**src/rtl/sd_fifo_head_mc.sv**
```systemverilog
// Multi-channel FIFO write-side head: per-channel ring pointers, full tracking,
// optional write/commit/abort, and a round-robin arbiter onto one RAM write port.
module sd_fifo_head_mc #(
  parameter int unsigned channels = 4,
  parameter int unsigned depth    = 64,
  parameter bit          commit   = 1'b0,
  parameter int unsigned asz      = $clog2(depth),
  parameter int unsigned csz      = (channels > 1) ? $clog2(channels) : 1
) (
  input  logic                    clk,
  input  logic                    reset_n,
  input  logic                    enable,
  input  logic [channels-1:0]     c_srdy,
  output logic [channels-1:0]     c_drdy,
  input  logic [channels-1:0]     c_commit,
  input  logic [channels-1:0]     c_abort,
  input  logic [channels*asz-1:0] bound_low,
  input  logic [channels*asz-1:0] bound_high,
  input  logic [channels*asz-1:0] rdptr,
  output logic [channels*asz-1:0] cur_wrptr,
  output logic [channels*asz-1:0] com_wrptr,
  output logic [channels-1:0]     ch_full,
  output logic                    mem_we,
  output logic [asz-1:0]          mem_addr,
  output logic [csz-1:0]          mem_sel
);

  logic [channels-1:0] w_elig;
  logic [csz-1:0]      r_rr_ptr;
  logic [csz-1:0]      w_gidx;
  logic                w_gvld;
  logic [csz:0]        w_cand;

  // Round-robin search starting at r_rr_ptr; first eligible channel wins this cycle.
  always_comb begin
    w_gvld = 1'b0;
    w_gidx = '0;
    w_cand = '0;
    for (int unsigned k = 0; k < channels; k++) begin
      w_cand = {1'b0, r_rr_ptr} + (csz+1)'(k);
      if (w_cand >= (csz+1)'(channels)) w_cand = w_cand - (csz+1)'(channels);
      if (!w_gvld && w_elig[w_cand[csz-1:0]]) begin
        w_gvld = 1'b1;
        w_gidx = w_cand[csz-1:0];
      end
    end
  end

  always_comb begin
    c_drdy = '0;
    if (w_gvld) c_drdy[w_gidx] = 1'b1;
  end

  assign mem_we   = w_gvld;
  assign mem_addr = w_gvld ? cur_wrptr[w_gidx*asz +: asz] : '0;
  assign mem_sel  = w_gvld ? w_gidx : '0;

  always_ff @(posedge clk) begin
    if (!reset_n)    r_rr_ptr <= '0;
    else if (w_gvld) r_rr_ptr <= (w_gidx == csz'(channels-1)) ? '0 : w_gidx + csz'(1);
  end

  for (genvar i = 0; i < channels; i++) begin : g_ch
    logic [asz-1:0] w_lo, w_hi, w_rd, w_p1, w_com;
    logic [asz-1:0] r_cur;
    logic           r_full;
    logic           w_abort, w_gnt;

    assign w_lo      = bound_low[i*asz +: asz];
    assign w_hi      = bound_high[i*asz +: asz];
    assign w_rd      = rdptr[i*asz +: asz];
    assign w_abort   = commit & c_abort[i];
    assign w_gnt     = w_gvld & (w_gidx == csz'(i));
    assign w_elig[i] = reset_n & enable & c_srdy[i] & ~r_full & ~w_abort;
    assign w_p1      = (r_cur == w_hi) ? w_lo : r_cur + asz'(1);

    // After rollback the channel stays full only if nothing was uncommitted and it was full.
    always_ff @(posedge clk) begin
      if (!reset_n) begin
        r_cur  <= w_lo;
        r_full <= 1'b0;
      end else if (w_abort) begin
        r_cur  <= w_com;
        r_full <= r_full & (r_cur == w_com) & (w_com == w_rd);
      end else if (w_gnt) begin
        r_cur  <= w_p1;
        r_full <= (w_p1 == w_rd);
      end else begin
        r_full <= r_full & (r_cur == w_rd);
      end
    end

    if (commit) begin : g_com
      logic [asz-1:0] r_com;
      always_ff @(posedge clk) begin
        if (!reset_n)                r_com <= w_lo;
        else if (w_gnt & c_commit[i]) r_com <= w_p1;
      end
      assign w_com = r_com;
    end else begin : g_nocom
      assign w_com = r_cur;
    end

    assign cur_wrptr[i*asz +: asz] = r_cur;
    assign com_wrptr[i*asz +: asz] = w_com;
    assign ch_full[i]              = r_full;
  end

  if (!commit) begin : g_nocommit_tie
    logic w_unused_commit;
    assign w_unused_commit = ^c_commit;
  end

endmodule
```
**config.mk**
```make
export PLATFORM = sky130hd
export DESIGN_NAME = sd_fifo_head_mc
export DESIGN_NICKNAME = d
export VERILOG_FILES = /design/src/rtl/sd_fifo_head_mc.sv
export SDC_FILE = /design/constraint.sdc
export NUM_CORES = 1
export LEC_CHECK = 0
export CAP_MARGIN = 10
export CORE_ASPECT_RATIO = 0.7
export CORE_MARGIN = 2
export CORE_UTILIZATION = 47
export DETAILED_ROUTE_END_ITERATION = 16
export PLACE_DENSITY = 0.88
export SLEW_MARGIN = 20
export SYNTH_ARGS = -nofsm -noshare
export SYNTH_HDL_FRONTEND = slang
export SYNTH_SLANG_ARGS = --single-unit
```
**constraint.sdc**
```tcl
create_clock -name clk -period 4.71 [get_ports clk]
set_input_delay 0.942 -clock clk [delete_from_list [all_inputs] [get_ports clk]]
set_output_delay 0.942 -clock clk [all_outputs]
set_load 0.005 [all_outputs]
```
### After elaboration in Yosys (flattened, before gate mapping)

Cells that the tools add are included.

| word-level totals | value |
|---|---|
| logic and storage cells | 123 |
| register bits after elaboration | 30 |

| cells by class | value |
|---|---|
| bitwise gates (word level) | 21 |
| equality and inequality tests | 19 |
| shift operators | 1 |
| multipliers | 1 |
| mux-type cells | 42 |
| reduce and logical (&&, ||, !) cells | 8 |
| $lt $le $gt $ge | 10 |
| $add $sub $neg | 12 |

Operators by type and width:

| operator | count |
|---|---|
| $mux W6 | 13 |
| $eq A6 B6 Y1 | 12 |
| $add A6 B1 Y6 const B | 4 |
| $shiftx A24 B6 Y6 | 1 |
| $mux W2 | 10 |
| $and A1 B1 Y1 | 17 |
| $lt A2 B3 Y1 const B | 5 |
| $mux W1 | 13 |
| $ge A3 B3 Y1 const B | 3 |
| $bmux W1 S2 | 4 |
| $ne A2 B1 Y1 const B | 4 |
| $sub A2 B1 Y2 const B | 4 |
| $add A2 B2 Y3 const B | 2 |
| $eq A2 B2 Y1 const B | 2 |
| $logic_and A1 B1 Y1 | 4 |
| $mul A2 B2 Y4 const B | 1 |
| $mux W4 | 1 |
| $not A1 Y1 | 4 |
| $add A2 B1 Y3 const B | 1 |
| $ge A2 B3 Y1 const B | 1 |
| $logic_not A1 Y1 | 3 |
| $add A2 B1 Y2 const B | 1 |
| $demux W1 S2 | 1 |
| $eq A2 B1 Y1 const B | 1 |
| 2 further kinds | 2 |

### Depth between registers and ports, before layout

| depth | value |
|---|---|
| depth in word-level cells | 20 |
| depth in mapped cells | 12 |
| depth with buffers taken out | 11 |

### Worst setup path after synthesis

No wires, ideal clock.

| timing | value |
|---|---|
| path kind | in2out |
| start | in reset_n |
| end | out mem_addr[1] |
| cell stages on the path | 6 |
| arrival | 2895 ps |
| buffers on the path | 1 |
| path slack | 873 ps |
| data required time | 3768 ps |
| path through | buf_4 -> nand2_1 -> o32ai_1 -> a222oi_1 -> mux4_2 -> and2_1 |

| on the way | value |
|---|---|
| longest elaborated chain between the ends | 18 |
| elaborated cells between the ends (all ways) | 34 |
| those cells by class | mul (1); shift (1); mux (17); bitwise (9); reduce/logical (6) |

Ends and longest elaborated chain:

| what | RTL line | source |
|---|---|---|
| start: declaration | 11 | `input logic reset_n,` |
| $and A1 B1 Y1 * | 74 | `assign w_elig[i] = reset_n & enable & c_srdy[i] & ~r_full & ~w_abort;` |
| $and A1 B1 Y1 (2 in series) | 74 |  |
| $bmux W1 S2 | 42 | `if (!w_gvld && w_elig[w_cand[csz-1:0]]) begin` |
| $mux W1 (not written as such) | 42 |  |
| $mux W1 | 42 |  |
| $logic_not A1 Y1 | 42 |  |
| $logic_and A1 B1 Y1 | 42 |  |
| $mux W1 | 42 |  |
| $logic_not A1 Y1 | 42 |  |
| $logic_and A1 B1 Y1 | 42 |  |
| $mux W1 | 42 |  |
| $logic_not A1 Y1 | 42 |  |
| $logic_and A1 B1 Y1 | 42 |  |
| $mux W2 | 42 |  |
| $mul A2 B2 Y4 | 55 | `assign mem_addr = w_gvld ? cur_wrptr[w_gidx*asz +: asz] : '0;` |
| $shiftx A24 B6 Y6 | 55 |  |
| $mux W6 * | 55 |  |
| end: declaration | 24 | `output logic [asz-1:0] mem_addr,` |

Mark *: on every way between the ends. The rest lies on a longest branch, timed or not. The select of a mux whose other input is x is not followed.

### Final worst setup path

| timing | value |
|---|---|
| start | in reset_n |
| end | out mem_addr[0] |

Same word-level chain as after synthesis.

==> out/metrics.yaml <==
synthCells: 423
cp.required_ns: 3.77
grt_overflow_total: 0
grt_pass1_wl_mm: 17.4
ys_ff_latch: 30
timing.hold.ws_ns: 0.648
die_x_um: 108
critPathMostFrequentCell: "clkdlybuf4s50_1"
firstDrtPassIters: 5
grt_pass1_vias: 3545
postLayoutCellArea_um2: 4940
cp.buffers_inverters: 3
antenna_found_initial: 0
maxCapViolCount: 0
io_pins: 152
p_per_area_nw_per_um2: 222
fin_crit_sh: 0.960
postSynthAreaPerCell_um2: 8.42
criticalPathCategory: "in -> out"
gp_congestion: 0.930
synth-async-reset-ratio: 0
nFillCells: 619
core-area_um2: 7320
finalSetupViolations: 0
ys_top_cells_by_count: "nand2_1 (42), xnor2_1 (35), buf_4 (31), o21ai_0 (30), xor2_1 (30)"
num_rows: 26
grt_max_degree: 15
synth_edf_count: 24
die_area_um2: 8300
cp-start-kind: "primary input"
cts-resized-gates: 0
critical_path_arrival_ns: 3.58
via_per_inst: 5.82
insertion_delay_ns: 0.29
yosysTopAreaCell: "edfxtp_1"
drtIter0Drc: 117
max-vdd-ir-drop_v: 0.000122
timing.final.max_slew_violations: 0
port_buffers: 143
crit_path_max_fanout: 7
synthMostInstantiatedCell: "nand2_1"
slew_headroom: 0.381
htreeDepth: 2
cts_hold_buf: 0
wl_per_cell_um: 17.3
die_y_um: 76.8
numCtsBuffers: 5
cp_slowest_cell: "clkdlybuf4s50_1"
synth_ff_type: "edfxtp_1"
crit_path_end_kind: "primary output"
synth_area_leaders: "edfxtp_1 (20%), xnor2_1 (8.6%), xor2_1 (7.4%)"
hold_viol_final: 0
status: "finished clean"
yosysWarnings: 0
place_area_um2: 4820
initial_core_util: 0.486
ant_nets: 0
root_buffer: "clkbuf_8"
ys_types: 61
via_count: 3639
critical-path-top-delay-family: "buffers and inverters"
hpwl_mm: 8.36
worstMarginPinSlew_ns: 0.921
clkSinkCount: 30
fin_tns_setup_ns: 0
drive_gt1_frac: 0.0607
skew_ns: 0.0111
grtUsageTotal: 0.259
cts_buffer_depth: 2
synth_top_area_share: 0.202
yosysSeqAreaShare: 0.236
rsz0062_at_grt: "false"
drc: 0
diodes: 0
leakage_nw: 1.80
drt_wl_total_mm: 10.8
min_path_type: "reg -> reg"
clk_pin_slew_ns: 0.07
crit_chain: "clkdlybuf4s50_1, nand2_2, a21o_1, a222oi_1, buf_4, mux4_2, and2_1, clkdlybuf4s50_1"
cts_tree: "done"
fmax_mhz: 221
power_mw: 1.10
syn-num-nets: 518
crit_path_max_incr_delay_ns: 0.60
netlist_area_um2: 3560
post-cts-setup-buffer-count: 0
nets: 621
min_period_ns: 4.52
area_growth_pct: 38.7
[worst min-delay path, cell delays in order, from the launching register on]
cell and delay [ns]:
dfxtp_1 0.34, nand4_1 0.08, nor4_1 0.05, nand3_1 0.07, o31ai_1 0.06
[flip-flops by register name (all words and copies together) (netlist names)]
| register | cells |
|---|---|
| g_ch.r_cur | 24 |
| g_ch.r_full | 4 |
| r_rr_ptr | 2 |
[path summary, 6_finish.rpt]
path / startpoint / end / cells past startpoint / slack (ns)
min reg2reg: g_ch[2].r_full$_SDFF_PN0_ / g_ch[2].r_full$_SDFF_PN0_ / 4 / 0.65
max reg2reg: g_ch[1].r_cur[3]$_DFFE_PP_ / g_ch[1].r_full$_SDFF_PN0_ / 6 / 1.52
max: reset_n / mem_addr[0] / 8 / 0.19
min: g_ch[2].r_full$_SDFF_PN0_ / g_ch[2].r_full$_SDFF_PN0_ / 4 / 0.65
[kinds of logic (layout without fill, tap and decap cells)]
group,count (synthesis),after routing,synth area share
XOR/XNOR,66,66,0.164
AO/OA/AOI/OAI,97,97,0.187
multiplexers,18,18,0.0601
adder cells (fa/ha/maj),8,8,0.0281
AND/OR/NAND/NOR,142,142,0.224
flip-flops,30,30,0.236
buffers and inverters,62,166,0.101
[area by class of cell]
type | instances | area, um^2 | share of cell area
clock buffers | 8 | 110 | 0.0223
repair buffers | 146 | 1450 | 0.295
well taps | 98 | 123 | 0.0248
multi-input cells | 331 | 2360 | 0.479
inverters | 12 | 45.0 | 0.00913
flip-flops and latches | 30 | 841 | 0.170
[layout by cell type, fill, tap and decap left out, types with 4 or more instances in the layout]
master	n
nand3_1	14
nor3_1	6
mux2i_1	9
dfxtp_1	6
o31ai_1	4
edfxtp_1	24
inv_1	11
o21ai_0	30
nand4b_1	10
a21oi_1	12
o211ai_1	8
mux2_2	7
nand2b_1	4
nor4_1	5
clkdlybuf4s50_1	143
and3_1	6
nor2_1	8
nand4_1	11
nand2_1	41
or3_1	9
and4_1	6
xor2_1	30
ha_1	8
a22oi_1	5
nor2b_1	10
clkbuf_8	8
o22ai_1	6
a211oi_1	7
xnor2_1	35
[metal layers]
layer | wire length (um) | part of all wire | up-vias | track usage
met5 | 0 | 0 | - | 0
met4 | 85 | 0.0079 | 0 | 0.0603
met3 | 1010 | 0.094 | 10 | 0.0519
met2 | 4980 | 0.46 | 179 | 0.426
met1 | 4710 | 0.44 | 1708 | 0.350
li1 | - | - | 1742 | -
[metrics by stage]
stage / setup WS, ns / cells / utilization
2_1_floorplan: 0.873 / 423 / -
4_1_cts: 0.150 / 625 / 0.674
6_report: 0.189 / 625 / 0.674
3_5_place_dp: 0.221 / 617 / 0.659
5_1_grt: 0.0349 / 625 / 0.674
3_3_place_gp: 0.227 / 617 / 0.659
[power breakdown]
part / leakage, nW / internal (mW) / switching, mW / total, mW
logic: 1.45 / 0.260 / 0.204 / 0.465
clock network: 0.0575 / 0.148 / 0.104 / 0.251
registers: 0.287 / 0.318 / 0.0635 / 0.382
(Power assumes the default switching activity.)
